`src/rtl/fifo_rd_ctrl.sv`:
```
// fifo_rd_ctrl: read-side pointer, empty flag and consumer stream for an async FIFO.
// Everything here runs in the rclk domain. The write pointer arrives already
// synchronized and Gray coded.
// Optional feature macro: FIFO_RD_OREG_EN adds a first-word-fall-through output
// register between the memory read port and the consumer. Without it, dout is the
// memory read data and dout_valid is simply !rempty.
module fifo_rd_ctrl #(
   parameter int DATASIZE = 8,
   parameter int ADDRSIZE = 4
) (
   input  logic                rclk,
   input  logic                rrst,
   input  logic [ADDRSIZE:0]   rq2_wptr,
   input  logic [DATASIZE-1:0] mem_rdata,
   output logic [ADDRSIZE-1:0] raddr,
   output logic [ADDRSIZE:0]   rptr,
   output logic                rempty,
   output logic [DATASIZE-1:0] dout,
   output logic                dout_valid,
   input  logic                dout_ready
);

   // Binary to Gray: g = (b >> 1) ^ b
   function automatic logic [ADDRSIZE:0] bin2gray(input logic [ADDRSIZE:0] bin);
      return {1'b0, bin[ADDRSIZE:1]} ^ bin;
   endfunction

   logic [ADDRSIZE:0]   rbin_r;
   logic [ADDRSIZE:0]   rptr_r;
   logic                rempty_r;
   logic [ADDRSIZE:0]   rbinnext_s;
   logic [ADDRSIZE:0]   rgraynext_s;
   logic                fetch_s;
   logic                valid_s;

`ifdef FIFO_RD_OREG_EN
   logic [DATASIZE-1:0] dout_r;
   logic                dout_valid_r;

   // Consumer view comes from the output register
   always_comb begin
      valid_s = dout_valid_r;
   end

   // Refill the output register whenever it is empty or being drained this cycle
   always_comb begin
      fetch_s = 1'b0;
      if (!rempty_r && (!dout_valid_r || dout_ready)) begin
         fetch_s = 1'b1;
      end else begin
         fetch_s = 1'b0;
      end
   end

   // Output register: load on fetch, drop valid on a consume with nothing behind it
   always_ff @(posedge rclk) begin
      if (rrst) begin
         dout_r       <= {DATASIZE{1'b0}};
         dout_valid_r <= 1'b0;
      end else if (fetch_s) begin
         dout_r       <= mem_rdata;
         dout_valid_r <= 1'b1;
      end else if (dout_valid_r && dout_ready) begin
         dout_r       <= dout_r;
         dout_valid_r <= 1'b0;
      end else begin
         dout_r       <= dout_r;
         dout_valid_r <= dout_valid_r;
      end
   end

   assign dout       = dout_r;
   assign dout_valid = dout_valid_r;
`else
   // Without the output register the memory word at raddr is presented directly;
   // it stays stable under backpressure because raddr only moves on a consume.
   always_comb begin
      valid_s = !rempty_r;
   end

   // Advance only when the consumer takes the word currently on dout
   always_comb begin
      fetch_s = 1'b0;
      if (valid_s && dout_ready) begin
         fetch_s = 1'b1;
      end else begin
         fetch_s = 1'b0;
      end
   end

   assign dout       = mem_rdata;
   assign dout_valid = valid_s;
`endif

   // Next pointer values (binary wraps naturally modulo 2^(ADDRSIZE+1))
   always_comb begin
      rbinnext_s  = rbin_r + {{ADDRSIZE{1'b0}}, fetch_s};
      rgraynext_s = bin2gray(rbinnext_s);
   end

   // Pointer and empty-flag registers; empty is a pure Gray equality test
   always_ff @(posedge rclk) begin
      if (rrst) begin
         rbin_r   <= {(ADDRSIZE+1){1'b0}};
         rptr_r   <= {(ADDRSIZE+1){1'b0}};
         rempty_r <= 1'b1;
      end else begin
         rbin_r   <= rbinnext_s;
         rptr_r   <= rgraynext_s;
         rempty_r <= (rgraynext_s == rq2_wptr);
      end
   end

   assign raddr  = rbin_r[ADDRSIZE-1:0];
   assign rptr   = rptr_r;
   assign rempty = rempty_r;

endmodule
```
`config.mk`:
```
export PLATFORM = sky130hd
export DESIGN_NAME = fifo_rd_ctrl
export DESIGN_NICKNAME = d
export VERILOG_FILES = /design/src/rtl/fifo_rd_ctrl.sv
export SDC_FILE = /design/constraint.sdc
export NUM_CORES = 1
export LEC_CHECK = 0
export ABC_AREA = 1
export BUFFER_PORTS_ARGS = -buffer_cell sky130_fd_sc_hd__buf_2
export CAP_MARGIN = 0
export CORE_MARGIN = 2
export CORE_UTILIZATION = 30
export CTS_BUF_LIST = sky130_fd_sc_hd__clkbuf_4 sky130_fd_sc_hd__clkbuf_8
export DETAILED_ROUTE_END_ITERATION = 7
export SLEW_MARGIN = 20
export SYNTH_ARGS = -nofsm -noshare
export SYNTH_HDL_FRONTEND = slang
export SYNTH_SLANG_ARGS = --single-unit
```
`constraint.sdc`:
```
create_clock -name rclk -period 3.9 [get_ports rclk]
set_clock_uncertainty 0.15 [all_clocks]
set_input_delay 0.195 -clock rclk [delete_from_list [all_inputs] [get_ports rclk]]
set_output_delay 0.195 -clock rclk [all_outputs]
set_load 0.05 [all_outputs]
```
==> metrics list <==
* Status: complete, no violations
- Maximum buffer depth of the clock tree: 2
* Fraction of layout instances using a drive strength above 1: 26.9%
* Final hold violations: 0
- In this design, the critical path's most frequently occurring cell is sky130_fd_sc_hd__nand2_1.
* Std-Cell Core Area: around 2000 sq um
- Summed over all layers, the global routing overflow is 0.
- After technology mapping, the gate count stands at 96.
* Tot GR Track Use: about an eighth
- At the later pin of the worst-skew pair, clock insertion delay measures 0.27 ns.
* Number of hold-repair buffers added at the cts stage: 0
- In this run the count of I/O pins placed on the die edge is 35.
* Total cell area at the placement stage: 681 sq um
- Class of the most critical hold timing path: in -> reg
- Counting cells, the worst reg-to-reg path comes to 12.
* DRC violation count after routing: 0
- TritonCTS built the clock tree.
* Number of max-cap violations: 0
- Setup repair after global routing left no endpoint under its margin.
* Hold Crit Start: rrst
- Counting every net in the synthesized netlist gives between 100 and 150.
* Summed instance area of the synthesized netlist: between 600 and 700 sq um
- The clock network is responsible for 39.0% of the overall power.
- In this run switching power makes up 29.7% of total power.
- The via count of the first global-routing pass came to approximately 530.
- Global-route wire length before repair: 2210 microns
* Worst voltage drop across the vdd grid: 0.132 mV
- Most frequently used flop master after synthesis: sky130_fd_sc_hd__dfxtp_1
* Reg power frac: between 40% and 50%
- The HPWL after detailed placement is 1020 microns.
* Post-synth top area cell: sky130_fd_sc_hd__dfxtp_1
- Dividing total power by cell area gives a power density of roughly 350 nW/um^2.
* Iteration count of the initial detailed-routing pass: 4
- Synth top cells by count: 32 x sky130_fd_sc_hd__nand2_1, 12 x sky130_fd_sc_hd__inv_1, 10 x sky130_fd_sc_hd__dfxtp_1
* Least-Margin Pin Slew: about 0.38 ns
- Number of antenna violations at the first check in global routing: 0
* Clock-pin slew on the worst setup and hold paths: 0.07 ns
- In this design, the stage delay of the slowest critical-path cell is 0.33 ns.
- Setup violations remaining at the end of the flow were counted as 0.
- The netlist uses 15 different library cells.
- Counting instances, the worst hold path has a depth of 2.
* Number of buffers created by CTS: 3
- Cell family with most CP delay: simple AND/OR/NAND/NOR gates
- Across all register-to-register paths, the minimum setup slack is between 1.5 and 2 ns.
- The analysis attributes to net switching a power of 74.1 uW.
- Averaged over all synthesized cells, the footprint is 6.58 sq um.
- Internal Power: approximately 180 uW
- Crit-path max FO: 6
* Via count: 611
- Final total power: around 250 uW
- Root buffer selected by CTS: sky130_fd_sc_hd__clkbuf_4
* Buffers on Ports: 18
* WP buf/inv: 0
- Walking the worst path, the cells encountered are nor2_1 > ha_1 > ha_1 > nand3_2 > nand2_1 > nand2_1 > nand2_1 > nand2_1 > nand2_1 > nand2_1 > nand3_1 > nand2_1.
- Post-DR wirelength/cell: around 9.6 microns
- The final layout contains routed wiring with a total length of 1290 microns.
- Measured against its own limit, the worst slew margin works out to between 70% and 80%.
* Setup repair bufs after CTS: 0
- Synth async-reset ratio: 0%
- Hold endpoint: rptr[1]
- Routed via count divided by cell count: ~4.5
- R2r startpoint: rempty
* Total number of clock tree sinks: 10
- Yosys printed 0 warnings.
- Sequential share of the synthesized area: 31.7%
- Once the floorplan was initialized, standard cells occupied 31.9% of the core.
- Layout Area Growth over Synthesis: 13.5%
- The most common cell in the synthesized netlist is sky130_fd_sc_hd__nand2_1.
* R2r endpoint: rempty
- Final design area excluding fillers: 717 sq um
- The count of nets left with antenna violations once routing finished came out at 0.
- After layout, the worst path uses about half of the clock period.
- Nature of the critical path endpoint: flip-flop
- Maximum number of pins on one net before global-route repair: 11
- Leading post-synthesis cells by cell area: sky130_fd_sc_hd__dfxtp_1 32%, sky130_fd_sc_hd__nand2_1 19%, sky130_fd_sc_hd__buf_4 9.5%
- The worst setup path is launched from a flip-flop.
- Pins over their slew limit: 0
- Floorplan die width: between 40 and 50 microns
- Standard-cell row count: 16
* Final Critical Period: 1.91 ns
- Required time of the critical path: roughly 3.9 ns
- Routability-driven placement finished with a final weighted congestion of roughly 0.81.
- Maximum level of the CTS H-tree: 1
- Ant. Diodes: 0
- Fraction of power consumed by combinational cells: 17.8%
- Die ar.: 2490 sq um
* Final #Nets: 127
- Critical setup path kind: reg -> reg
- Counting flops with a built-in enable in the synthesized netlist gives 0.
- Highest-delay cell along the critical path: sky130_fd_sc_hd__dfxtp_1
- Data arrives at the worst endpoint at between 1.5 and 2 ns.
* Total Neg Setup Slack: 0 ns
* Leak Pwr: between 0.3 and 0.4 nW
- The top cell type by area accounts for a little under a third of the synthesized area.
- Peak clock frequency supported by timing: 525 MHz
- After synthesis the netlist holds a flip-flop and latch count of 10.
- In this run, post-CTS repair resized a total of 0 instances.
* Number of design-rule violations left by the first detailed-router iteration: 8
- In this run the vertical extent of the chip is about 50 microns.
power groups by stage:
stage / Combinational, mW / Sequential [mW] / Clock (mW)
after floorplan: 0.0420 / 0.123 / 0
after global placement: 0.0440 / 0.110 / 0
after detailed placement: 0.0444 / 0.110 / 0
after CTS: 0.0445 / 0.108 / 0.101
after global routing: 0.0491 / 0.109 / 0.104
final: 0.0444 / 0.108 / 0.0974
worst max-delay path by stage:
stage                       from     end  slack [ns]  cells past startpoint
after floorplan           rempty  rempty        1.84                     12
after CTS                 rempty  rempty        1.99                     12
after global placement    rempty  rempty        2.08                     12
after global routing      rempty  rempty        1.79                     12
final                     rempty  rempty        1.99                     12
after detailed placement  rempty  rempty        2.00                     12
cell type report:
cell class,instances,area [sq um]
tap,27,33.8
multi-input combinational,62,304
sequential,10,200
timing repair buffer,18,90.1
clock buffer,4,36.3
inverter,14,52.6
fill,224,1260
stage by stage:
stage | hold slack (ns) | std cells | utilization [%] | worst slack [ns]
2_1_floorplan | 0.264 | 96 | - | 1.84
3_3_place_gp | 0.240 | 131 | 34.3 | 2.08
3_5_place_dp | 0.240 | 131 | 34.3 | 2.00
4_1_cts | 0.0550 | 135 | 36.2 | 1.99
5_1_grt | 0.0735 | 135 | 36.2 | 1.79
6_report | 0.0575 | 135 | 36.2 | 1.99
logic make-up (layout without fill, tap and decap cells):
group / count (synthesis) / count (layout) / synth area share [%]
AO/OA/AOI/OAI: 4 / 4 / 3.17
adder cells (fa/ha/maj): 2 / 2 / 3.96
buffers and inverters: 24 / 36 / 20.2
flip-flops: 10 / 10 / 31.7
AND/OR/NAND/NOR: 56 / 56 / 41.0
per-layer routing:
metal	vias to the layer above	share of wire, %	GRT usage, %	routed length, microns
li1	313	-	-	-
met1	272	46	14.2	595
met2	18	46	17.8	592
met3	8	4.4	0.909	57
met4	0	3.6	12.0	46
met5	-	0	0	0
sequential cells by signal, summed over array words and instances (netlist names):
signal,count
rbin_r,5
rempty,1
rptr,4
cell usage in the layout (no fill, tap or decap):
master                      n
sky130_fd_sc_hd__nand4_1    4
sky130_fd_sc_hd__nand2_1   32
sky130_fd_sc_hd__ha_1       2
sky130_fd_sc_hd__clkbuf_8   1
sky130_fd_sc_hd__inv_1     12
sky130_fd_sc_hd__nand2_2    2
sky130_fd_sc_hd__nand3_1    6
sky130_fd_sc_hd__a21oi_1    4
sky130_fd_sc_hd__nand3_2    3
sky130_fd_sc_hd__inv_2      2
sky130_fd_sc_hd__buf_2     18
sky130_fd_sc_hd__nand3b_1   2
sky130_fd_sc_hd__clkbuf_4   3
sky130_fd_sc_hd__dfxtp_1   10
sky130_fd_sc_hd__nor2_1     7
worst reg2reg max path: cells and delay by family (launching register included):
family,cells,cell delay [ns]
AND/OR/NAND/NOR,10,0.79
adder cells (fa/ha/maj),2,0.53
flip-flops,1,0.33
(Power assumes the default switching activity.)
